<file path="src/rtl/mole_game_ctrl.sv">
// mole_game_ctrl: whack-a-mole game FSM with tick timer, LFSR mole placement and hit/miss scoring.
module mole_game_ctrl #(
    parameter int          TICK_DIV   = 25_000_000,
    parameter int          GAME_TICKS = 60,
    parameter int          MOLE_LIFE  = 2,
    parameter int          GAP_TICKS  = 1,
    parameter logic [15:0] LFSR_SEED  = 16'hACE1
) (
    input  logic       clk,
    input  logic       rst,
    input  logic       start,
    input  logic [3:0] hit_pos,
    output logic [8:0] mole_mask,
    output logic [7:0] score,
    output logic [7:0] miss_cnt,
    output logic [6:0] time_left,
    output logic       game_over,
    output logic       busy
);
    typedef enum logic [2:0] {IDLE, SPAWN, UP, GAP, OVER} state_t;
    localparam int CW = TICK_DIV > 1 ? $clog2(TICK_DIV) : 1;
    localparam logic [CW-1:0] CNT_MAX = CW'(TICK_DIV - 1);
    state_t          state_q;
    logic [CW-1:0]   cnt_q, cnt_d;
    logic [15:0]     lfsr_q, lfsr_d;
    logic [3:0]      prev_q, pos_q, life_q, gap_q, raw, p_spawn;
    logic [8:0]      mask_q;
    logic [7:0]      score_q, miss_q;
    logic [6:0]      time_q;
    logic            over_q, busy_q;
    logic            tick, last, hit, wrong, expire;
    function automatic logic [7:0] sat_add(input logic [7:0] v, input logic [1:0] n);
        logic [8:0] s;
        s = {1'b0, v} + {7'b0, n};
        return s[8] ? 8'hFF : s[7:0];
    endfunction
    assign lfsr_d  = {lfsr_q[14:0], lfsr_q[15] ^ lfsr_q[13] ^ lfsr_q[12] ^ lfsr_q[10]};
    assign tick    = busy_q && cnt_q == CNT_MAX;
    assign cnt_d   = busy_q && !tick ? cnt_q + 1'b1 : '0;
    assign last    = tick && time_q == 7'd1;
    assign hit     = state_q == UP && hit_pos == pos_q;
    assign wrong   = state_q == UP && hit_pos < 4'd9 && hit_pos != pos_q;
    // A mole cut off by game end or hit on its final tick is not a miss.
    assign expire  = state_q == UP && tick && life_q == 4'd1 && !hit && !last;
    assign raw     = lfsr_q[3:0] < 4'd9 ? lfsr_q[3:0] : lfsr_q[3:0] - 4'd9;
    assign p_spawn = raw != prev_q ? raw : raw == 4'd8 ? 4'd0 : raw + 4'd1;
    always_ff @(posedge clk) begin
        if (rst) begin
            state_q <= IDLE;
            lfsr_q  <= LFSR_SEED;
            cnt_q   <= '0;
            prev_q  <= 4'd15;
            pos_q   <= 4'd0;
            life_q  <= 4'd0;
            gap_q   <= 4'd0;
            mask_q  <= '0;
            score_q <= '0;
            miss_q  <= '0;
            time_q  <= '0;
            over_q  <= 1'b0;
            busy_q  <= 1'b0;
        end else begin
            lfsr_q <= lfsr_d;
            cnt_q  <= cnt_d;
            if (tick) time_q <= time_q - 7'd1;
            if (hit) score_q <= sat_add(score_q, 2'd1);
            miss_q <= sat_add(miss_q, {1'b0, wrong} + {1'b0, expire});
            if (last) begin
                state_q <= OVER;
                mask_q  <= '0;
                busy_q  <= 1'b0;
                over_q  <= 1'b1;
            end else begin
                case (state_q)
                    IDLE, OVER: if (start) begin
                        state_q <= SPAWN;
                        busy_q  <= 1'b1;
                        over_q  <= 1'b0;
                        score_q <= '0;
                        miss_q  <= '0;
                        time_q  <= 7'(GAME_TICKS);
                        prev_q  <= 4'd15;
                    end
                    SPAWN: begin
                        pos_q   <= p_spawn;
                        prev_q  <= p_spawn;
                        life_q  <= 4'(MOLE_LIFE);
                        mask_q  <= 9'd1 << p_spawn;
                        state_q <= UP;
                    end
                    UP: if (hit || expire) begin
                        mask_q  <= '0;
                        gap_q   <= 4'(GAP_TICKS);
                        state_q <= GAP;
                    end else if (tick) begin
                        life_q <= life_q - 4'd1;
                    end
                    GAP: if (tick) begin
                        if (gap_q == 4'd1) state_q <= SPAWN;
                        gap_q <= gap_q - 4'd1;
                    end
                    default: state_q <= IDLE;
                endcase
            end
        end
    end
    assign mole_mask = mask_q;
    assign score     = score_q;
    assign miss_cnt  = miss_q;
    assign time_left = time_q;
    assign game_over = over_q;
    assign busy      = busy_q;
endmodule

</file>
<file path="config.mk">
export PLATFORM = sky130hd
export DESIGN_NAME = mole_game_ctrl
export DESIGN_NICKNAME = d
export VERILOG_FILES = /design/src/rtl/mole_game_ctrl.sv
export SDC_FILE = /design/constraint.sdc
export NUM_CORES = 1
export LEC_CHECK = 0
export CAP_MARGIN = 5
export CORE_MARGIN = 2
export CORE_UTILIZATION = 60
export DETAILED_ROUTE_END_ITERATION = 12
export HOLD_SLACK_MARGIN = 0.05
export PLACE_DENSITY = 0.83
export SLEW_MARGIN = 20
export SYNTH_ARGS = -nofsm -noshare
export SYNTH_HDL_FRONTEND = slang
export SYNTH_SLANG_ARGS = --single-unit
</file>
<file path="constraint.sdc">
create_clock -name clk -period 5.6 [get_ports clk]
set_input_delay 0.56 -clock clk [delete_from_list [all_inputs] [get_ports clk]]
set_output_delay 0.56 -clock clk [all_outputs]
set_load 0.05 [all_outputs]
</file>
==> summary.txt <==
Synthesis
  – #FFs+latches synth: 94
  – Synth async-reset ratio: 0%
  – Post-Syn Nets: 525
  – Ys flop type: dfxtp_1
  – Post-Syn Area per Cell: 8.71 sq um
  – Synth warn: 0
  – Mapped Area: 0.00440 sq mm
  – Number of synthesized flops with an enable pin: 0
  – Syn Inst Count: 505
  – Post-synthesis sequential area ratio: 42.8%
  – Unique masters post-synth: 59

Floorplan
  – Initial Util: 61.3%
  – Die Wd: 89.6 um
  – Die Height: 89.6 um
  – Row Count: 31
  – Core area: 0.00718 sq mm
  – Die area: 0.00803 sq mm
  – Ports: 41

Placed design
  – # placed instances: 631
  – I/O Buffers: 40
  – Pre-CTS worst setup slack: 2.21 ns
  – HPWL Detailed: 6670 um
  – DP Area: 0.00487 sq mm
  – Placer Congestion: 0.855

Power
  – VDD IR-drop max: 0.193 mV
  – LEAKAGE: 1.84 nW
  – Power Dens Cells: 323 mW/mm^2

Critical path
  – CP startpoint kind: flip-flop
  – Crit Path Max Fanout: 12
  – Critical path required time: 5.87 ns
  – Arr. time, crit path: 3.64 ns
  – Crit Path Category: flip-flop to flip-flop
  – Crit. End Element: flip-flop
  – Slowest stage delay, CP: 0.62 ns
  – Critical path, cell by cell: ha_1 -> nand2_1 -> or3_1 -> or4_4 -> nor3_1 -> fa_1 -> ha_1 -> and3_1 -> and3_1 -> nand3_1 -> a21oi_1
  – CP max-delay cell: or4_4

Finish
  – Ant diodes: 0
  – Most frequent cells in the layout: 94 x dfxtp_1, 81 x nor2_1, 40 x clkdlybuf4s50_1
  – Layout cells sized above 1: 7.30%
  – Fillers: 554
  – Commonest non-fill, non-tap cell in the layout: dfxtp_1
  – Layout overhead on the synthesized area: 16.4%
  – Final Non-Filler Cells: 647
  – Final layout net count: 563
  – Fin area: 0.00512 sq mm

Clock network
  – Max clock buf depth: 2
  – Clk_lat worst skew: 0.36 ns
  – CTS root buf: clkbuf_8
  – # Post-CTS Setup Buffers: 0
  – Total CTS buffers: 9
  – Cts hold-fix bufs: 0
  – # H-tree levels: 3
  – CTS sink count: 94
  – CTS tree: yes
  – CTS clk-pin slew, worst paths: 0.09 ns
  – Cts repair resizes: 0

Timing
  – Setup Viol. Count Final: 0
  – Sum Neg Setup Slack: 0 ns
  – Max_slew headroom: 31.6%
  – Final worst-path cycle share: 60.2%
  – Pins Over Slew Limit: 0
  – Hold Vio Cnt, Final: 0
  – Minimum clock period after layout: 3.37 ns
  – RSZ-0062 raised after global routing: false
  – Fmax: 297 MHz
  – Least-Margin Pin Slew: 1.02 ns
  – Clk_skew: 0.00876 ns
  – Fin worst setup slack: 2.23 ns

Drt
  – Starting DRC count in detailed routing: 190
  – Routed WL per cell: 15.1 um
  – Drt first pass iters: 5
  – # DRC: 0
  – Total Wirelength: 9770 um
  – Vias: 3797
  – Via density: 5.87
  – Detail Route Antenna Nets: 0

Global route
  – GR Layer Usage met2: 41.2%
  – Met3 GRT Util: 4.94%
  – Congestion Overflow GR: 0
  – Total GRT Usage: 24.7%
  – Global-route wire length before repair: 15600 um
  – Vias in the first global route: 3506
  – Peak-usage layer in the global routing report: met2
  – Largest net degree at the start of global routing: 32
  – Met1 Usage GRT: 32.0%
  – Initial antenna violation count: 0

Hold path
  – Worst min path class: flip-flop to flip-flop

Outcome
  – Status: complete, no violations

Run
  – # Max-Cap Violations: 0
-- worst max-delay path: cells and delay by family (launching register included) --
family                   cells  cell delay (ns)
flip-flops                   1             0.36
AND/OR/NAND/NOR              7             2.04
adder cells (fa/ha/maj)      3             0.67
AO/OA/AOI/OAI                1             0.21
-- path summary, 6_finish.rpt --
kind / start / depth (start not counted) / slack, ns / end
max: cnt_q[0] / 11 / 2.23 / miss_cnt[1]
min: lfsr_q[9] / 1 / 0.41 / lfsr_q[10]
max reg2reg: cnt_q[0] / 11 / 2.23 / miss_cnt[1]
min reg2reg: lfsr_q[9] / 1 / 0.41 / lfsr_q[10]
-- state kept, by name, indices dropped and copies added (netlist names), 4 cells and up --
register   count
time_left      7
pos_q          4
lfsr_q        16
miss_cnt       8
gap_q          4
life_q         4
mole_mask      9
cnt_q         25
prev_q         4
score          8
-- logic make-up (layout without fill, tap and decap cells) --
kind of cell	after synthesis	count (layout)	synth area share, %
mux	10	10	2.30
flops	94	94	42.8
xor+xnor	44	44	8.76
compound gates	87	87	13.6
fa+ha+maj	13	13	3.87
simple gates	220	220	25.2
buf+inv	37	80	3.47
-- synthesized netlist by cell type, drive strengths merged (10+ instances only) --
cell   number  area (sq um)
nor2       82           310
a21oi      24           124
o21ai      16          80.1
nand3      19          95.1
xnor2      22           193
xor2       22           193
inv        22          82.6
ha         12           150
or2        11          68.8
nand4      11          68.8
nor3       20           110
nand2      27           101
nor2b      10          62.6
dfxtp      94          1880
-- report_power, final --
group	total, W	switching, W	internal [W]
sequential	0.000762	0.0000494	0.000712
clock	0.000555	0.000243	0.000312
combinational	0.000337	0.000211	0.000126
total	0.00165	0.000504	0.00115
-- layer usage --
layer	vias up	routed length, um
met2	102	4680
met3	20	411
li1	1847	-
met1	1828	4500
met4	0	179
met5	-	0
-- layout make-up --
type | instances | area (sq um) | area share (%)
multi-input cells | 374 | 2360 | 46.2
inverters | 22 | 82.6 | 1.61
clock buffers | 10 | 138 | 2.69
flip-flops and latches | 94 | 1880 | 36.7
clock inverters | 6 | 115 | 2.25
well taps | 99 | 124 | 2.42
repair buffers | 42 | 415 | 8.11
-- stage by stage --
step	utilization, %	hold slack [ns]	total power [W]
after floorplan	-	0.389	0.00102
after global placement	67.8	0.392	0.00109
after detailed placement	67.8	0.395	0.00111
after CTS	71.4	0.418	0.00166
after global routing	71.4	0.434	0.00173
final	71.4	0.415	0.00165
No activity file was read; power rests on OpenSTA's default activity.
